==> src/rtl/adder_sum_accumulator.sv <==
// Accumulates BLOCK_LEN adder sums into a wide block total and presents each
// completed block on a double-buffered valid/ready output; flush closes a partial block.
module adder_sum_accumulator #(
  parameter int ADDER_WIDTH = 125,
  parameter int BLOCK_LEN   = 16,
  parameter int ACC_WIDTH   = 130,
  parameter int CNT_WIDTH   = 16
) (
  input  logic                   clk,
  input  logic                   reset,
  input  logic [ADDER_WIDTH:0]   sum_in,
  input  logic                   sum_valid,
  output logic                   sum_ready,
  input  logic                   flush,
  output logic [ACC_WIDTH-1:0]   acc_out,
  output logic [CNT_WIDTH-1:0]   out_count,
  output logic                   out_ovf,
  output logic                   out_valid,
  input  logic                   out_ready
);

  localparam logic [CNT_WIDTH-1:0] LAST = CNT_WIDTH'(BLOCK_LEN - 1);

  logic [ACC_WIDTH-1:0] acc;
  logic [CNT_WIDTH-1:0] cnt;
  logic                 ovf_run;

  logic                 at_last;
  logic                 in_fire;
  logic                 out_fire;
  logic                 complete;
  logic                 carry;
  logic [ACC_WIDTH:0]   sum_wide;
  logic [ACC_WIDTH-1:0] nxt;

  // Ready depends only on registers: stall just when the next sum would
  // finish a block while the previous result is still waiting for the sink.
  assign at_last   = (cnt == LAST);
  assign sum_ready = ~(out_valid & at_last);
  assign in_fire   = sum_valid & sum_ready;
  assign out_fire  = out_valid & out_ready;

  assign sum_wide = {1'b0, acc} + {{(ACC_WIDTH - ADDER_WIDTH){1'b0}}, sum_in};
  assign nxt      = sum_wide[ACC_WIDTH-1:0];
  assign carry    = in_fire & sum_wide[ACC_WIDTH];

  assign complete = (in_fire & at_last) |
                    (flush & ((cnt != '0) | in_fire) & ~out_valid);

  always_ff @(posedge clk) begin
    if (reset) begin
      acc       <= '0;
      cnt       <= '0;
      ovf_run   <= 1'b0;
      acc_out   <= '0;
      out_count <= '0;
      out_ovf   <= 1'b0;
      out_valid <= 1'b0;
    end else if (complete) begin
      acc_out   <= in_fire ? nxt : acc;
      out_count <= in_fire ? cnt + 1'b1 : cnt;
      out_ovf   <= ovf_run | carry;
      out_valid <= 1'b1;
      acc       <= '0;
      cnt       <= '0;
      ovf_run   <= 1'b0;
    end else begin
      if (in_fire) begin
        acc     <= nxt;
        cnt     <= cnt + 1'b1;
        ovf_run <= ovf_run | carry;
      end
      if (out_fire) begin
        out_valid <= 1'b0;
      end
    end
  end

endmodule

==> config.mk <==
export PLATFORM = sky130hd
export DESIGN_NAME = adder_sum_accumulator
export DESIGN_NICKNAME = d
export VERILOG_FILES = /design/src/rtl/adder_sum_accumulator.sv
export SDC_FILE = /design/constraint.sdc
export NUM_CORES = 1
export LEC_CHECK = 0
export CAP_MARGIN = 20
export CORE_ASPECT_RATIO = 1.2
export CORE_MARGIN = 5
export CORE_UTILIZATION = 33
export CTS_BUF_LIST = sky130_fd_sc_hd__clkbuf_8
export DETAILED_ROUTE_END_ITERATION = 6
export PLACE_DENSITY = 0.49
export SKIP_LAST_GASP = 1
export SYNTH_ARGS = -nofsm -noshare
export SYNTH_HDL_FRONTEND = slang
export SYNTH_SLANG_ARGS = --single-unit
==> constraint.sdc <==
create_clock -name clk -period 6.2 [get_ports clk]
set_clock_uncertainty 0.1 [all_clocks]
set_input_delay 1.24 -clock clk [delete_from_list [all_inputs] [get_ports clk]]
set_output_delay 1.24 -clock clk [all_outputs]
set_load 0.01 [all_outputs]
Word-level counts from Yosys, hierarchy flattened
Cells that the tools add are included.

Add/subtract/negate cells: 2. Reduce and logical (&&, ||, !) cells: 3. Shift operators: 0. Multiply operators: 0. Equality and inequality tests: 1. Bitwise gates (word level): 12. Mux-type cells: 4. Divide/modulo/power cells: 0. Order comparisons: 0.

Operator list (number): adder 130 x 126 -> 131 bit (1); two-way mux 130 bit (1); adder 16 x 1 -> 16 bit (second input constant) (1); equality test 16 x 4 -> 1 bit (second input constant) (1); two-way mux 16 bit (1); nonzero test 16 bit (1); bitwise AND 1 bit (7); OR 1 bit (3); two-way mux 1 bit (2); NOT 1 bit (2); nonzero test 2 bit (1); OR reduction 2 bit (1).

Latch bits: 0. Logic and storage cells: 29. Bits of input ports: 131. Memories: 0. Flip-flop bits (word level): 295. ROM bits: 0. Memory bits (writable): 0.

Longest topological paths before layout
Word-level depth: 9. Depth in mapped cells: 16. Gate-level depth less buffers: 15.

Least setup slack after synthesis
OpenSTA, ideal clock, no wires.

Path kind: input port to flip-flop. Start point: input sum_in[0]. End point: register acc_out[124]. Arrival: 4125 ps. Data required time: 6009 ps. Setup slack: 1884 ps. Library setup time: 91 ps. Path buffers: 0. Stages: 15. Cell sequence: ha_1 -> fa_1 -> a211oi_1 -> o21ai_1 -> nand3_2 -> a21boi_1 -> or2_2 -> a21oi_2 -> o31a_1 -> a21oi_2 -> a211oi_2 -> o21ai_0 -> xnor2_1 -> nand2_1 -> a311oi_1.

Cells in the longest elaborated chain, start to end: 2.

RTL lines: start, declared (RTL line 11) `input logic [ADDER_WIDTH:0] sum_in,`; adder 130 x 126 -> 131 bit (RTL line 43) `assign sum_wide = {1'b0, acc} + {{(ACC_WIDTH - ADDER_WIDTH){1'b0}}, sum_in};`; two-way mux 130 bit; end signal, assigned (RTL line 60) `acc_out <= in_fire ? nxt : acc;`; end, declared (RTL line 15) `output logic [ACC_WIDTH-1:0] acc_out,`.

No other way between the ends. A chain may end at the register's enable or synchronous reset.

Worst setup path after layout
Ends and elaborated chain as after synthesis.

==> results.md <==
- FMAX: 0.201 GHz
- Most frequent CP cell: a21oi_2
- DRC Markers: 0
- Number of global-route vias before repair: 18,500
- Total CTS buffers: 51
- Slew margin rel.: a little over a third
- Worst Path Arrival: approximately 5400 ps
- Crit end category: register
- VDD IR max: between 0.1 and 0.15 mV
- Die ar.: roughly 62,000 um2
- Routed WL: roughly 68,000 um
- Clock buffer depth: 3
- Status: complete, no violations
- Hold-fix buffers, CTS: 0
- Synth cell types: 84
- Sequential Area: between 5000 and 6000 um2
- Syn Inst Count: 2,481
- Cell accounting for the most synthesized area: dfxtp_1
- Port bufs: 279
- Initial DRC Count: 948
- Max Slew Vio Count: 0
- Root Driver: clkbuf_8
- Max Cap Violations: 0
- Largest cells by area after synthesis: dfxtp_1, nor2_1, ha_1
- Slowest Stage Delay on Critical Path: roughly 440 ps
- Crit start category: input port
- Hold Crit Class: reg2reg
- Synth Net Count: approximately 2,700
- Kind of critical path: in2reg
- Max FO, Critical Path: 4
- Worst-path cell chain: clkdlybuf4s50_1, ha_1, fa_1, a211oi_1, o21ai_1, nand3_2, a21boi_1, or2_2, a21oi_2, o31a_1, a21oi_2, a211oi_2, o21ai_0, xnor2_1, nand2_1, a311oi_1
- Gr ovfl total: 0
- Async SR Flop Fraction: 0%
- Width of the die: between 200 and 250 um
- Util after Layout: between 40% and 50%
- Slowest-stage cell, CP: fa_1
- Core area: around 57,000 um2
- Antenna violations before repair: 2
- Syn. warnings: 0
- Top-count cell post-synth: nor2_1
- WL per Instance: approximately 20 um
- Fill cell count: 6,008
- Leakage power: around 0.009 uW
- Setup-failing EPs final: 0
- Final-report hold violation count: 0
- Layout cells sized above 1: between 5 and 6%
- Initial core utilization: between 30% and 40%
- RSZ-0062 raised after global routing: no
- Data required, critical path: 6640 ps
- CTS Sinks: slightly below 300
- Post-synthesis sequential area ratio: 31.4%
- Area of the multi-input gates: around 12,000 um2
- Mapped Avg Cell Area: between 7 and 8 um2
- CTS tree: built
- FP Rows: between 90 and 100
- I/O pins: 280
- Clock slew at reported path FFs: about 60 ps
- Largest net degree at the start of global routing: ~130
- Gpl congestion: roughly 0.93
- EDFF count, synth: 0
- Yosys reg bits: 295
- Synth top cells by count: nor2_1, a21oi_1, dfxtp_1
- TritonRoute pass-1 iters: 5
- Worst skew pair latency: 650 ps
- Die Span Y: 272 um
- HPWL Detailed: about 54,000 um
- CTS resizes: 0
- # H-tree levels: 2
- First-pass GRT wire length: around 110,000 um
- Tmin final: 4970 ps
- Total negative slack: 0 ps
- Post-CTS Setup Repair Bufs: 0
- Vias per std cell: 5.39
- Gr usage total: 21.2%
- Final period utilization: between 80% and 90%
- Yosys top cell area share: roughly a third
- P&R area growth vs syn: 23.3%
- Measured slew at the worst slew-check pin: around 970 ps
- Nets@finish: between 2,000 and 3,000
- CP bufs+invs: 1
- Crit-path leading delay family: compound AO/OA/AOI/OAI gates
- Top_reg_cell synth: dfxtp_1
- Post-DRT Antenna Nets: 0
- Synthesized area: approximately 19,000 um2
- PwrDens: 275 nW/um2
- Total number of vias: about 19,000
final timing paths:
| path | from | cells past startpoint | slack, ps | to |
|---|---|---|---|---|
| setup / recovery | sum_in[0] | 16 | 1230 | acc_out[124]$_SDFFE_PP0P_ |
| hold / removal | acc_out[118]$_SDFFE_PP0P_ | 2 | 360 | acc_out[118]$_SDFFE_PP0P_ |
| hold reg to reg | acc_out[118]$_SDFFE_PP0P_ | 2 | 360 | acc_out[118]$_SDFFE_PP0P_ |
| setup reg to reg | acc[0]$_SDFF_PP0_ | 15 | 1950 | acc_out[124]$_SDFFE_PP0P_ |
state kept, by name, indices dropped and copies added, names as in the netlist:
register and cells:
out_valid 1, acc 130, cnt 16, acc_out 130, ovf_run 1, out_count 16, out_ovf 1
placed cells by master (no fill, tap or decap), types with 5 or more instances in the layout:
| cell | synthesis | layout |
|---|---|---|
| or2_2 | 9 | 9 |
| nor2b_1 | 15 | 15 |
| buf_4 | 8 | 19 |
| nand4_1 | 69 | 69 |
| or3_1 | 9 | 9 |
| inv_1 | 44 | 56 |
| xnor2_1 | 72 | 72 |
| clkbuf_8 | 0 | 74 |
| nand3b_1 | 6 | 6 |
| and3_1 | 7 | 7 |
| o41ai_1 | 6 | 6 |
| a21o_1 | 57 | 57 |
| o21ai_1 | 9 | 9 |
| o211ai_1 | 9 | 9 |
| a21oi_2 | 5 | 5 |
| o21a_1 | 20 | 20 |
| mux2i_1 | 17 | 17 |
| dfxtp_1 | 295 | 295 |
| nor3_1 | 30 | 30 |
| nand2b_1 | 9 | 8 |
| a21boi_0 | 10 | 10 |
| nor4_1 | 13 | 13 |
| ha_1 | 128 | 128 |
| clkdlybuf4s50_1 | 0 | 278 |
| nand3_1 | 25 | 25 |
| a21oi_1 | 308 | 308 |
| nand2_1 | 199 | 198 |
| o31ai_1 | 10 | 10 |
| and2_1 | 6 | 5 |
| o21bai_1 | 39 | 39 |
| a211oi_1 | 134 | 134 |
| a31oi_1 | 13 | 13 |
| nor2_1 | 490 | 489 |
| o31a_1 | 8 | 8 |
| o21ai_0 | 102 | 102 |
| a311oi_1 | 8 | 8 |
| xor2_1 | 67 | 67 |
tightest hold or removal path, delay by kind of cell, from the launching register on:
kind	cells	cell delay (ps)
flip-flops	1	310
AND/OR/NAND/NOR	1	50
AO/OA/AOI/OAI	1	50
power by group:
group          switching [uW]  total [uW]  internal (uW)
clock network             864        1960           1100
logic                    1310        2190            884
registers                 121        2220           2100
cell families (layout without fill, tap and decap cells):
family                   after synthesis  in the layout  share of synthesized area, %
AND/OR/NAND/NOR                      909            909                          21.2
multiplexers                          17             17                         0.904
flip-flops                           295            295                          31.4
XOR/XNOR                             139            139                          6.47
other                                  0              2                             0
AO/OA/AOI/OAI                        787            787                          27.0
buffers and inverters                205            436                          4.42
adder cells (fa/ha/maj)              129            129                          8.61
layer usage:
layer	vias to the layer above	part of all wire (%)	GRT usage, %
met5	-	0	0
met4	0	3.1	6.88
met3	102	4.2	3.03
met2	451	49	37.5
met1	8795	44	26.5
li1	9252	-	-
area by class of cell:
type	instances	area share, %
clock buffers	74	4.39
flip-flops and latches	295	25.4
well taps	735	3.96
inverters	44	0.712
clock inverters	19	0.523
multi-input cells	1981	52.2
diodes	2	0.0216
repair buffers	299	12.8
stage by stage:
stage | total power [uW] | worst slack, ps | instances | hold slack (ps) | cell area (um2)
after floorplan | 3660 | 1880 | 2481 | 324 | 18800
after global placement | 4450 | 656 | 3354 | 344 | 22100
after detailed placement | 4450 | 589 | 3354 | 352 | 22100
after CTS | 6460 | 1260 | 3447 | 360 | 23200
after global routing | 6780 | 1040 | 3449 | 386 | 23200
final | 6370 | 1230 | 3449 | 362 | 23200
(Power assumes the default switching activity.)
